**src/rtl/aurora_tx_framer_if.sv**
```systemverilog
// Handshake bundle for the Aurora TX framer.
// Covers the user-side write port and the AXI4-Stream TX port.
interface aurora_tx_framer_if;
    logic [31:0] in_data;
    logic        in_valid;
    logic        in_ready;
    logic [31:0] s_axi_tx_tdata;
    logic        s_axi_tx_tvalid;
    logic        s_axi_tx_tready;
    logic        s_axi_tx_tlast;

    modport slave (
        input  in_data,
        input  in_valid,
        output in_ready,
        output s_axi_tx_tdata,
        output s_axi_tx_tvalid,
        input  s_axi_tx_tready,
        output s_axi_tx_tlast
    );

    modport master (
        output in_data,
        output in_valid,
        input  in_ready,
        input  s_axi_tx_tdata,
        input  s_axi_tx_tvalid,
        output s_axi_tx_tready,
        input  s_axi_tx_tlast
    );
endinterface

```
**src/rtl/aurora_tx_framer.sv**
```systemverilog
// Aurora TX framer: FIFO-buffered fixed-length frames (header + payload).
// Define AURORA_TX_CHECKSUM_EN to append an XOR trailer word to each frame.
module aurora_tx_framer #(
    parameter int FRAME_LEN  = 8,
    parameter int FIFO_DEPTH = 16
) (
    input  logic                user_clk,
    input  logic                RST_N,
    input  logic                channel_up,
    aurora_tx_framer_if.slave   bus,
    output logic                frame_sent,
    output logic                frame_drop,
    output logic [7:0]          seq_num
);

    localparam int AW = $clog2(FIFO_DEPTH);
    localparam int CW = AW + 1;
    localparam logic [CW-1:0] C_DEPTH = CW'(FIFO_DEPTH);
    localparam logic [CW-1:0] C_LEN   = CW'(FRAME_LEN);
    localparam logic [7:0]    C_LEN8  = 8'(FRAME_LEN);
    localparam logic [7:0]    C_LAST  = 8'(FRAME_LEN - 1);
`ifdef AURORA_TX_CHECKSUM_EN
    localparam logic [7:0]    C_FLAG  = 8'h01;

    typedef enum logic [1:0] {
        S_IDLE, S_HEADER, S_PAYLOAD, S_TRAILER
    } state_t;
`else
    localparam logic [7:0]    C_FLAG  = 8'h00;

    typedef enum logic [1:0] {
        S_IDLE, S_HEADER, S_PAYLOAD
    } state_t;
`endif

    state_t        r_state;
    state_t        w_state_nxt;
    logic [31:0]   r_mem [FIFO_DEPTH];
    logic [AW-1:0] r_wptr;
    logic [AW-1:0] r_rptr;
    logic [CW-1:0] r_count;
    logic [7:0]    r_wcnt;
    logic [7:0]    r_seq;
    logic          r_sent;
    logic          r_drop;
`ifdef AURORA_TX_CHECKSUM_EN
    logic [31:0]   r_csum;
`endif

    logic          w_in_ready;
    logic          w_push;
    logic          w_pop;
    logic          w_last_pl;
    logic          w_done;
    logic          w_flush;
    logic [31:0]   w_head;
    logic [31:0]   w_tdata;
    logic          w_tvalid;
    logic          w_tlast;

    assign w_head     = r_mem[r_rptr];
    assign w_in_ready = channel_up && (r_count < C_DEPTH);
    assign w_push     = bus.in_valid && w_in_ready;
    assign w_pop      = (r_state == S_PAYLOAD) && channel_up
                        && bus.s_axi_tx_tready;
    assign w_last_pl  = w_pop && (r_wcnt == C_LAST);

    // Losing the channel mid-frame, or while holding words, discards them.
    assign w_flush = !channel_up
                     && ((r_state != S_IDLE) || (r_count != '0));

`ifdef AURORA_TX_CHECKSUM_EN
    assign w_done = (r_state == S_TRAILER) && channel_up
                    && bus.s_axi_tx_tready;
`else
    assign w_done = w_last_pl;
`endif

    always_comb begin
        w_state_nxt = r_state;
        w_tvalid    = 1'b0;
        w_tdata     = '0;
        w_tlast     = 1'b0;
        unique case (r_state)
            S_IDLE: begin
                if (channel_up && (r_count >= C_LEN))
                    w_state_nxt = S_HEADER;
            end
            S_HEADER: begin
                w_tvalid = 1'b1;
                w_tdata  = {8'hA5, r_seq, C_FLAG, C_LEN8};
                if (bus.s_axi_tx_tready)
                    w_state_nxt = S_PAYLOAD;
            end
            S_PAYLOAD: begin
                w_tvalid = 1'b1;
                w_tdata  = w_head;
`ifdef AURORA_TX_CHECKSUM_EN
                if (w_last_pl)
                    w_state_nxt = S_TRAILER;
`else
                w_tlast  = (r_wcnt == C_LAST);
                if (w_last_pl)
                    w_state_nxt = S_IDLE;
`endif
            end
`ifdef AURORA_TX_CHECKSUM_EN
            S_TRAILER: begin
                w_tvalid = 1'b1;
                w_tdata  = r_csum;
                w_tlast  = 1'b1;
                if (bus.s_axi_tx_tready)
                    w_state_nxt = S_IDLE;
            end
`endif
            default: w_state_nxt = S_IDLE;
        endcase
        if (!channel_up)
            w_state_nxt = S_IDLE;
    end

    always_ff @(posedge user_clk or negedge RST_N) begin
        if (!RST_N) begin
            r_state <= S_IDLE;
            r_wptr  <= '0;
            r_rptr  <= '0;
            r_count <= '0;
            r_wcnt  <= '0;
            r_seq   <= '0;
            r_sent  <= 1'b0;
            r_drop  <= 1'b0;
        end else begin
            r_state <= w_state_nxt;
            r_sent  <= w_done;
            r_drop  <= w_flush;
            if (w_done)
                r_seq <= r_seq + 8'd1;
            if (w_flush || w_last_pl)
                r_wcnt <= '0;
            else if (w_pop)
                r_wcnt <= r_wcnt + 8'd1;
            // No push can coincide with a flush: in_ready needs channel_up.
            if (w_flush) begin
                r_rptr  <= r_wptr;
                r_count <= '0;
            end else begin
                if (w_push)
                    r_wptr <= r_wptr + 1'b1;
                if (w_pop)
                    r_rptr <= r_rptr + 1'b1;
                if (w_push && !w_pop)
                    r_count <= r_count + 1'b1;
                else if (w_pop && !w_push)
                    r_count <= r_count - 1'b1;
            end
        end
    end

`ifdef AURORA_TX_CHECKSUM_EN
    always_ff @(posedge user_clk or negedge RST_N) begin
        if (!RST_N)
            r_csum <= '0;
        else if (r_state == S_HEADER)
            r_csum <= '0;
        else if (w_pop)
            r_csum <= r_csum ^ w_head;
    end
`endif

    always_ff @(posedge user_clk) begin
        if (w_push)
            r_mem[r_wptr] <= bus.in_data;
    end

    assign bus.in_ready        = w_in_ready;
    assign bus.s_axi_tx_tvalid = w_tvalid;
    assign bus.s_axi_tx_tdata  = w_tdata;
    assign bus.s_axi_tx_tlast  = w_tlast;
    assign frame_sent          = r_sent;
    assign frame_drop          = r_drop;
    assign seq_num             = r_seq;

endmodule

```
**src/flat_wrapper.sv**
```systemverilog
// flat-port wrapper written by rule: the top's interface ports become plain ports
module aurora_tx_framer_flat 
#(
    parameter int FRAME_LEN  = 8,
    parameter int FIFO_DEPTH = 16
)
  (user_clk, RST_N, channel_up, frame_sent, frame_drop, seq_num, bus_in_data, bus_in_valid, bus_in_ready, bus_s_axi_tx_tdata, bus_s_axi_tx_tvalid, bus_s_axi_tx_tready, bus_s_axi_tx_tlast);
  aurora_tx_framer_if bus_i ();
  input  logic user_clk;
  input  logic RST_N;
  input  logic channel_up;
  output logic frame_sent;
  output logic frame_drop;
  output logic [7:0] seq_num;
  input wire logic [$bits(bus_i.in_data)-1:0] bus_in_data;
  input wire logic [$bits(bus_i.in_valid)-1:0] bus_in_valid;
  output wire logic [$bits(bus_i.in_ready)-1:0] bus_in_ready;
  output wire logic [$bits(bus_i.s_axi_tx_tdata)-1:0] bus_s_axi_tx_tdata;
  output wire logic [$bits(bus_i.s_axi_tx_tvalid)-1:0] bus_s_axi_tx_tvalid;
  input wire logic [$bits(bus_i.s_axi_tx_tready)-1:0] bus_s_axi_tx_tready;
  output wire logic [$bits(bus_i.s_axi_tx_tlast)-1:0] bus_s_axi_tx_tlast;
  assign bus_i.in_data = bus_in_data;
  assign bus_i.in_valid = bus_in_valid;
  assign bus_in_ready = bus_i.in_ready;
  assign bus_s_axi_tx_tdata = bus_i.s_axi_tx_tdata;
  assign bus_s_axi_tx_tvalid = bus_i.s_axi_tx_tvalid;
  assign bus_i.s_axi_tx_tready = bus_s_axi_tx_tready;
  assign bus_s_axi_tx_tlast = bus_i.s_axi_tx_tlast;
  aurora_tx_framer #(.FRAME_LEN(FRAME_LEN), .FIFO_DEPTH(FIFO_DEPTH)) u_core (.user_clk(user_clk), .RST_N(RST_N), .channel_up(channel_up), .bus(bus_i), .frame_sent(frame_sent), .frame_drop(frame_drop), .seq_num(seq_num));
endmodule
```
**config.mk**
```make
export PLATFORM = sky130hd
export DESIGN_NAME = aurora_tx_framer_flat
export DESIGN_NICKNAME = d
export VERILOG_FILES = /design/src/rtl/aurora_tx_framer_if.sv /design/src/rtl/aurora_tx_framer.sv /design/src/flat_wrapper.sv
export SDC_FILE = /design/constraint.sdc
export NUM_CORES = 1
export LEC_CHECK = 0
export CAP_MARGIN = 10
export CELL_PAD_IN_SITES_DETAIL_PLACEMENT = 2
export CELL_PAD_IN_SITES_GLOBAL_PLACEMENT = 2
export CORE_MARGIN = 2
export CORE_UTILIZATION = 30
export DETAILED_ROUTE_END_ITERATION = 6
export GPL_ROUTABILITY_DRIVEN = 0
export PLACE_DENSITY = 0.62
export SYNTH_ARGS = -nofsm -noshare
export SYNTH_HDL_FRONTEND = slang
export SYNTH_SLANG_ARGS = --single-unit
```
**constraint.sdc**
```tcl
create_clock -name user_clk -period 3.2 [get_ports user_clk]
set_input_delay 0.64 -clock user_clk [delete_from_list [all_inputs] [get_ports user_clk]]
set_output_delay 0.64 -clock user_clk [all_outputs]
set_load 0.02 [all_outputs]
```
==> impl_results.md, run 1 <==
* IO Pins at 82
* Most frequent cell after synthesis: edfxtp_1
* Max-slew violation count at 0
* Via count at 11,841
* Pleak at 9.57 nW
* Vias/cell at 5.06
* Min cycle time layout at 3.38 ns
* CTS Root Cell: clkbuf_16
* CTS tree: built
* WP data required at 2.56 ns
* Total grt overflow at 0
* Port bufs at 81
* Mapped cell area at 21,800 um2
* Post-synthesis instance total at 1,130
* DRT Pass-1 Iters at 4
* All-Layer GR Usage at 0.175
* Antenna violations before repair at 2
* Cell taking the most area after synthesis: edfxtp_1
* Synth cell types at 49
* Crit. End Element: output port
* Final WS setup at -0.183 ns
* Sequential-to-total area share from yosys stat at 0.744
* Drt initial violations at 783
* Post-synth top cells: 512 x edfxtp_1, 130 x mux2i_1, 72 x mux4_2
* Setup Skew at 0.0466 ns
* Vias in the first global route at 13,262
* Main synth FF type: edfxtp_1
* Clock transition at path regs at 0.06 ns
* Relative slew slack at 0.399
* CORE AREA at 71,700 um2
* Htree depth at 2
* Peak VDD IR at 0.461 mV
* Syn_area_per_cell at 19.3 um2
* Largest net degree at the start of global routing at 54
* Post-synth EDFFs at 512
* Status: finished with violations
* DP HPWL at 37,700 um
* HP Class: input pin to asynchronous set/reset pin
* First-pass GRT wire length at 94,700 um
* Top post-synthesis cells by area: edfxtp_1 71%, mux4_2 7.4%, mux2i_1 6.0%
* CP Data Arrival Time at 2.74 ns
* Clk_lat worst skew at 0.65 ns
* Hold_buf cts at 0
* FF-to-FF Start: u_core.r_state[0]
* Flops & latches, synth at 545
* PD cells at 815 nW/um2
* Starting Density at 0.304
* Die area at 74,800 um2
* Num CTS Buffers at 58
* Area Overhead vs Synth at 25.9%
* Worst-Margin Slew at 0.901 ns
* Fmax at 0.296 GHz
* Clock buffer depth at 3
* Nets at 1,396
* DR WL/cell at 27.9 um
* Mapped Nets at 1,184
* R2r setup slk at 0.51 ns
* Placed Instances at 2,188
* RR Endpoint: u_core.r_count[4]
* Non-Filler Instances at 2,342
* Worst R2R Path Depth at 12
* Post-DRT Antenna Nets at 0
* WHS at 0.152 ns
* Clock Sinks at 545
* Final setup viols at 26
* Die extent in y at 273 um
* Die Wd at 273 um
* Crit start category: flip-flop
* Ant diodes at 0
* Drt total wl at 65,300 um
* WS Path Type: flip-flop to output port
* Asr flop ratio synth at 0.0606
* Share of layout cells above drive strength 1 at 0.305
* Final Cycle Share at 1.06
* RSZ-0062 raised after global routing: yes
* Max FO, Critical Path at 7
* Post-route DRC violation count at 0
* Ys Warns at 0
* Failing checks: setup timing
* Final hold violations at 0
* Maxcap violations at 0
* Top cell type's share of synthesized area at 0.706
* Rows at 98
## kinds of logic after synthesis
logic type,share of synthesized area
and+or+nand+nor,0.0337
AOI/OAI and AO/OA,0.0464
buffers and inverters,0.0168
adders and majority gates,0.0101
xor gates and xnor gates,0.00644
DFF,0.744
muxes,0.142
## how the worst max path moves through the flow
stage / startpoint / endpoint / slack (ns) / cells after the start
6_report: u_core.r_rptr[0] / bus_s_axi_tx_tdata[20] / -0.18 / 10
5_1_grt: u_core.r_rptr[0] / bus_s_axi_tx_tdata[20] / -0.26 / 10
4_1_cts: u_core.r_rptr[0] / bus_s_axi_tx_tdata[19] / -0.20 / 9
3_5_place_dp: u_core.r_state[0] / bus_s_axi_tx_tdata[17] / -0.08 / 7
3_3_place_gp: u_core.r_rptr[0] / bus_s_axi_tx_tdata[22] / -0.01 / 7
2_1_floorplan: channel_up / u_core.r_count[4] / 0.21 / 11
## state kept, by name, indices dropped and copies added, names as in the netlist
name,count
u_core.r_wcnt,8
u_core.r_wptr,4
u_core.frame_drop,1
u_core.r_count,5
u_core.frame_sent,1
u_core.r_mem,512
u_core.seq_num,8
u_core.r_rptr,4
u_core.r_state,2
## routing by layer
layer / track usage / routed length (um) / up-vias
met5: 0 / 27 / -
met2: 0.315 / 34000 / 224
met4: 0.0420 / 1760 / 4
met3: 0.0283 / 2450 / 109
li1: - / - / 5064
met1: 0.220 / 27100 / 6440
## where the power goes
| part | total [mW] | switching [mW] | internal (mW) |
|---|---|---|---|
| logic | 7.21 | 3.65 | 3.56 |
| clock network | 6.71 | 2.90 | 3.81 |
| registers | 8.42 | 0.205 | 8.22 |
| total | 22.3 | 6.76 | 15.6 |
## repair_timing
item / 4_1_cts / 5_1_grt
setup endpoints to repair: 32 / 32
gates resized for setup: 271 / 49
pin swaps: 20 / 23
endpoints found under the hold margin: 0 / 0
setup buffers: 31 / 10
cloned: 9 / 2
## cell usage in the layout, fill, tap and decap left out, types with 17 or more instances in the layout
| master | n |
|---|---|
| a22oi_1 | 20 |
| a32oi_1 | 21 |
| and2_2 | 18 |
| buf_12 | 33 |
| buf_4 | 75 |
| buf_6 | 34 |
| clkbuf_16 | 61 |
| clkdlybuf4s50_1 | 48 |
| clkinv_2 | 17 |
| dfrtp_1 | 30 |
| edfxtp_1 | 512 |
| mux2i_1 | 116 |
| mux4_2 | 72 |
| nand2_1 | 22 |
## critical path, stage by stage, from the launching register on
cell,delay (ns)
dfrtp_4,0.51
buf_12,0.15
buf_12,0.13
buf_16,0.15
buf_4,0.17
mux2i_1,0.23
a22oi_2,0.11
a32oi_2,0.26
o21ai_2,0.09
buf_4,0.17
buf_4,0.16
## final cells by class
cell class                 count  area, um2
clock buffer                  72       1530
sequential                   545      16200
fill                        6862      44300
multi-input combinational    512       5510
timing repair buffer         215       2590
tap                          950       1190
inverter                      10       37.5
clock inverter                38        365
## metrics by stage
| step | worst slack, ns | util | cell area (um2) | power [mW] | TNS [ns] |
|---|---|---|---|---|---|
| 2_1_floorplan | 0.211 | - | 21800 | 12.1 | 0 |
| 3_3_place_gp | -0.0104 | 0.342 | 24500 | 14.1 | -0.0104 |
| 3_5_place_dp | -0.0818 | 0.342 | 24500 | 14.3 | -0.323 |
| 4_1_cts | -0.202 | 0.379 | 27200 | 22.3 | -2.76 |
| 5_1_grt | -0.261 | 0.382 | 27400 | 23.2 | -4.61 |
| 6_report | -0.183 | 0.382 | 27400 | 22.3 | -2.12 |
Note: power is estimated with default switching activity, not from simulation.
==> inputs of run 2 (changes only) <==
CORE_MARGIN = default   (was 2)
RECOVER_POWER = 100   (was default)
SLEW_MARGIN = 10   (was default)
==> run 2 against run 1 <==
Effect of this change: the flow finishes with violations (capacitance limit, slew limit, setup timing); clock-buffer cell count fell by 5; global-route usage shrank 0.30 points; critical path depth fell by 4; clock power is 2% higher; routed wire length is 3.4% lower; critical path type unchanged; final area shrank 1.9%; power fell by 2.2%; hold slack gained 0.40 ns; flip-flop and latch count unchanged; combinational power is 9.0% lower; register-to-register slack lost 0.22 ns; fmax up 3.7%; critical endpoint is now bus_s_axi_tx_tdata[11].
==> impl_results.md, run 2 (synthesis gave the netlist of run 1 again) <==
* CP Data Arrival Time at 2.62 ns (-0.12 ns)
* Final setup viols at 15 (-42%)
* CTS Root Cell: clkbuf_16
* Area Overhead vs Synth at 23.5%
* Met1 Use GR at 0.220 (+0.000510)
* CORE AREA at 71,600 um2 (-0.17%)
* Crit start category: flip-flop
* PD cells at 813 nW/um2 (-0.24%)
* Critical Path Max Stage Delay at 0.52 ns (about the same)
* Pleak at 9.36 nW (-2.1%)
* Failing checks: capacitance limit, slew limit, setup timing
* Die Wd at 271 um (-0.73%)
* Num CTS Buffers at 59 (+1.7%)
* DR WL/cell at 27.1 um (-2.7%)
* DP HPWL at 35,300 um (-6.4%)
* Drt initial violations at 742 (-5.2%)
* Share of layout cells above drive strength 1 at 0.262 (-0.0431)
* Final hold violations at 0 (unchanged)
* Htree depth at 2 (unchanged)
* Max-slew violation count at 34 (+34)
* Maxcap violations at 1 (+1)
* Final WS setup at -0.0636 ns (+0.119 ns)
* Post-DRT Antenna Nets at 0 (unchanged)
* Post-DP Area at 24,500 um2 (+0.13%)
* Clock transition at path regs at 0.06 ns (about the same)
* Worst path cell trace: buf_12, buf_16, mux4_2, mux2_4, a32o_2, buf_6
* Vias in the first global route at 13,069 (-1.5%)
* Fmax at 0.306 GHz (+3.7%)
* WHS at 0.548 ns (+0.395 ns)
* Clock Sinks at 545 (unchanged)
* Slowest cell on crit path: mux4_2
* Peak VDD IR at 0.449 mV (-2.5%)
* Die area at 73,700 um2 (-1.5%)
* Vias/cell at 5.03 (-0.58%)
* CTS tree: built
* HP Class: flip-flop to flip-flop
* Die extent in y at 271 um (-0.73%)
* Starting Density at 0.304 (+0.000520)
* Final Cycle Share at 1.02 (-0.0372)
* Clk_lat worst skew at 0.63 ns (-0.02 ns)
* Buf+Inv Stages, Crit Path at 3 (-3)
* RSZ-0062 raised after global routing: yes
* Drt total wl at 63,100 um (-3.4%)
* Max FO, Critical Path at 8 (+1)
* First-pass GRT wire length at 92,500 um (-2.3%)
* Final instance area at 26,900 um2 (-1.9%)
* Crit. End Element: output port
* Commonest non-fill, non-tap cell in the layout: edfxtp_1
* Post-route DRC violation count at 0 (unchanged)
* DRT Pass-1 Iters at 4 (unchanged)
* Port bufs at 81 (unchanged)
* Total grt overflow at 0 (unchanged)
* Via count at 11,692 (-1.3%)
* Global route hottest layer: met2
* Register bank with the most flops: u_core.r_mem
* Min cycle time layout at 3.26 ns (-0.119 ns)
* Met2 Use GR at 0.302 (-0.0134)
* Relative slew slack at -0.406 (-0.805)
* All-Layer GR Usage at 0.172 (-0.00300)
* Largest net degree at the start of global routing at 54 (unchanged)
* Setup Skew at 0.0221 ns (-0.0244 ns)
* Crit-path leading delay family: multiplexers
* Max reg flops at 512 (unchanged)
* WS Path Type: flip-flop to output port
* Clock buffer depth at 3 (unchanged)
* Nets at 1,380 (-1.1%)
* WP data required at 2.56 ns (about the same)
* Antenna violations before repair at 7 (+5)
* Rows at 98 (unchanged)
* Status: finished with violations
* Worst-Margin Slew at 2.11 ns (+1.21 ns)
* Met3 usage at 0.0260 (-0.00233)
* Most frequent cells in the layout: 512 x edfxtp_1, 122 x mux2i_1, 72 x mux4_2, 60 x clkbuf_16, 51 x buf_4
* IO Pins at 82 (unchanged)
==> run 2: final cells by class <==
type / instances / area (um2)
multi-input cells: 512 / 5460
well taps: 950 / 1190
clock buffers: 67 / 1530
fillers: 6934 / 44700
diodes: 3 / 7.51
inverters: 10 / 37.5
clock inverters: 41 / 399
flip-flops and latches: 545 / 16200
repair buffers: 198 / 2050
==> run 2: timing repair <==
item                       in CTS  in global routing
hold buffers                    0                  0
gates cloned                    8                  0
setup endpoints to repair      32                 30
buffers inserted               17                 14
resized for setup             252                 34
pin swaps                      16                 12
==> run 2: through the flow <==
| stage | setup TNS, ns | cells | power, mW | setup WS, ns | util |
|---|---|---|---|---|---|
| detailed placement | 0 | 2181 | 14.2 | 0.0373 | 0.343 |
| global route | -3.66 | 2325 | 22.7 | -0.128 | 0.375 |
| finish | -0.368 | 2326 | 21.9 | -0.0636 | 0.376 |
| global placement | 0 | 2181 | 14.0 | 0.0381 | 0.343 |
| floorplan | 0 | 1130 | 12.1 | 0.211 | - |
| CTS | -1.52 | 2313 | 22.0 | -0.156 | 0.378 |
==> run 2: worst paths after layout <==
| check | from | to | slack, ns | depth (start not counted) |
|---|---|---|---|---|
| max | u_core.r_rptr[0] | bus_s_axi_tx_tdata[11] | -0.06 | 6 |
| min | u_core.r_wcnt[1] | u_core.r_wcnt[1] | 0.55 | 1 |
| max reg2reg | u_core.r_count[4] | u_core.r_mem[4][28] | 0.29 | 8 |
| min reg2reg | u_core.r_wcnt[1] | u_core.r_wcnt[1] | 0.55 | 1 |
| max in group asynchronous | RST_N | u_core.r_rptr[1] | 1.07 | 1 |
| min in group asynchronous | RST_N | u_core.r_rptr[0] | 0.63 | 1 |
==> run 2: where the power goes <==
part	internal [mW]	leakage [nW]	switching (mW)
clock network	3.92	0.926	2.91
registers	8.22	5.05	0.248
logic	3.20	3.39	3.36
==> run 2: routing by layer <==
metal	share of wire	wire [um]	vias to the layer above
li1	-	-	5020
met5	0.00035	22	-
met2	0.52	32600	273
met4	0.023	1460	4
met3	0.037	2370	94
met1	0.42	26700	6301
==> inputs of run 3 (changes only) <==
CTS_BUF_LIST = sky130_fd_sc_hd__clkbuf_16   (was default)
CTS_CLUSTER_SIZE = 12   (was default)
==> run 3 against run 2 <==
Effect of this change: the flow still finishes with violations (capacitance limit, slew limit, setup timing); clock power down 5.0%; global-route usage down 0.34 points; cell count up 0.17%; flip-flop and latch count unchanged; routed wire length down 1.7%; critical path depth unchanged; worst setup slack better by 0.0083 ns; non-clock buffer count up 4; sequential power about the same; highest routed layer unchanged.
==> impl_results.md, run 3 (synthesis gave the netlist of run 1 again) <==
* Status: finished with violations
* Failing checks: capacitance limit, slew limit, setup timing
* Clock transition at path regs at 0.06 ns (about the same)
* Num CTS Buffers at 59 (unchanged)
* Relative slew slack at -0.380 (+0.0253)
* Starting Density at 0.304 (unchanged)
* Clock buffer depth at 3 (unchanged)
* Hold_buf cts at 0 (unchanged)
* Vias/cell at 5.04 (+0.23%)
* FILL cells at 6,921 (-0.19%)
* Placed Instances at 2,181 (unchanged)
* WS Path Type: flip-flop to output port
* Nets at 1,384 (+0.29%)
* IO Pins at 82 (unchanged)
* Area Overhead vs Synth at 23.2%
* Pleak at 9.40 nW (+0.36%)
* Drt total wl at 62,100 um (-1.7%)
* Setup TNS at -0.259 ns (+0.109 ns)
* Setup Skew at 0.0244 ns (+0.00229 ns)
* First-pass GRT wire length at 91,000 um (-1.6%)
* Post-DRT Antenna Nets at 0 (unchanged)
* PD cells at 801 nW/um2 (-1.5%)
* DP HPWL at 35,300 um (unchanged)
* Fmax at 0.307 GHz (+0.26%)
* Final hold violations at 0 (unchanged)
* Die area at 73,700 um2 (unchanged)
* Register bank with the most flops: u_core.r_mem
* Non-Filler Instances at 2,330 (+0.17%)
* Clock Sinks at 545 (unchanged)
* Pwr Total at 21.5 mW (-1.7%)
* Maxcap violations at 1 (unchanged)
* Die extent in y at 271 um (unchanged)
* Share of layout cells above drive strength 1 at 0.262 (about the same)
* Htree depth at 2 (unchanged)
* Via count at 11,739 (+0.40%)
* CORE AREA at 71,600 um2 (unchanged)
* Post-route DRC violation count at 0 (unchanged)
* R2r setup slk at 0.31 ns (+0.02 ns)
* Min cycle time layout at 3.26 ns (-0.00832 ns)
* Area of the multi-input gates at 5500 um2 (+0.66%)
* Drt initial violations at 766 (+3.2%)
* All-Layer GR Usage at 0.169 (-0.00342)
* RSZ-0062 raised after global routing: yes
* Fin util at 0.375 (-0.000769)
* Largest net degree at the start of global routing at 54 (unchanged)
* CTS Root Cell: clkbuf_16
* Antenna violations before repair at 6 (-1)
* Worst-Margin Slew at 2.07 ns (-0.0380 ns)
* Die Wd at 271 um (unchanged)
* Max FO, Critical Path at 8 (unchanged)
* Max-slew violation count at 34 (unchanged)
* DRT Pass-1 Iters at 5 (+1)
* Crit. End Element: output port
* HP Class: flip-flop to flip-flop
* CTS tree: built
* WP data required at 2.56 ns (about the same)
* Peak VDD IR at 0.474 mV (+5.5%)
* Final setup viols at 15 (unchanged)
* Total grt overflow at 0 (unchanged)
* Clk_lat worst skew at 0.63 ns (about the same)
* Rows at 98 (unchanged)
* Most frequent cells in the layout: 512 x edfxtp_1, 119 x mux2i_1, 72 x mux4_2, 60 x clkbuf_16, 55 x buf_4
* CP Data Arrival Time at 2.62 ns (about the same)
* Vias in the first global route at 12,956 (-0.86%)
* Reg area at 16,200 um2 (unchanged)
* Crit start category: flip-flop
* Final WS setup at -0.0553 ns (+0.00832 ns)
* Final Cycle Share at 1.02 (-0.00260)
* Max reg flops at 512 (unchanged)
* Port bufs at 81 (unchanged)
* Commonest non-fill, non-tap cell in the layout: edfxtp_1
* DR WL/cell at 26.6 um (-1.8%)
run 3: cell types whose count changed in the layout (fill, tap and decap cells not counted), sizes merged:
cell | previous run | this run
bufbuf | 3 | 2
clkinvlp | 5 | 0
buf | 107 | 113
diode | 3 | 4
bufinv | 6 | 4
inv | 12 | 25
clkbuf | 107 | 99
run 3: layout make-up:
| type | instances | area share |
|---|---|---|
| Inverter | 10 | 0.00140 |
| Antenna cell | 4 | 0.000373 |
| Tap cell | 950 | 0.0443 |
| Clock buffer | 60 | 0.0559 |
| Timing Repair Buffer | 202 | 0.0770 |
| Multi-Input combinational cell | 512 | 0.205 |
| Sequential cell | 545 | 0.604 |
| Clock inverter | 47 | 0.0119 |
run 3: worst paths after layout:
path / startpoint / to / cells after the start
worst max-delay path: u_core.r_rptr[0] / bus_s_axi_tx_tdata[27] / 6
worst min-delay path: u_core.r_wcnt[1] / u_core.r_wcnt[1] / 1
worst max register to register: u_core.r_count[4] / u_core.r_mem[4][28] / 8
worst min register to register: u_core.r_wcnt[1] / u_core.r_wcnt[1] / 1
max in group asynchronous: RST_N / u_core.r_rptr[1] / 1
min in group asynchronous: RST_N / u_core.r_rptr[0] / 1
run 3: power breakdown:
part | leakage (nW) | switching (mW) | internal (mW)
Clock | 0.951 | 2.79 | 3.69
Sequential | 5.05 | 0.246 | 8.22
Combinational | 3.40 | 3.36 | 3.19
Total | 9.40 | 6.39 | 15.1
run 3: metrics by stage:
step / instance area (um2) / hold WS (ns) / setup WS (ns)
2_1_floorplan: 21800 / 0.344 / 0.211
3_3_place_gp: 24500 / 0.520 / 0.0381
3_5_place_dp: 24500 / 0.538 / 0.0373
4_1_cts: 27000 / 0.145 / -0.137
5_1_grt: 26800 / 0.593 / -0.116
6_report: 26800 / 0.563 / -0.0553
run 3: timing repair:
item / CTS / global route
gates resized for setup: 249 / 39
cloned: 8 / 0
setup endpoints to repair: 32 / 30
pin swaps: 15 / 14
buffers inserted: 25 / 9
run 3: critical path, stage by stage, from the launching register on:
cell     delay [ns]
dfrtp_4        0.47
buf_12         0.17
buf_16         0.16
mux4_2         0.52
mux2_4         0.28
a32o_2         0.26
buf_6          0.14
run 3: layer usage:
metal	share of wire	global-route usage	wire length [um]	up-vias
li1	-	-	-	5029
met1	0.43	0.215	26900	6377
met2	0.51	0.299	31800	234
met3	0.034	0.0251	2130	95
met4	0.020	0.0433	1210	4
met5	0.00035	0	22	-
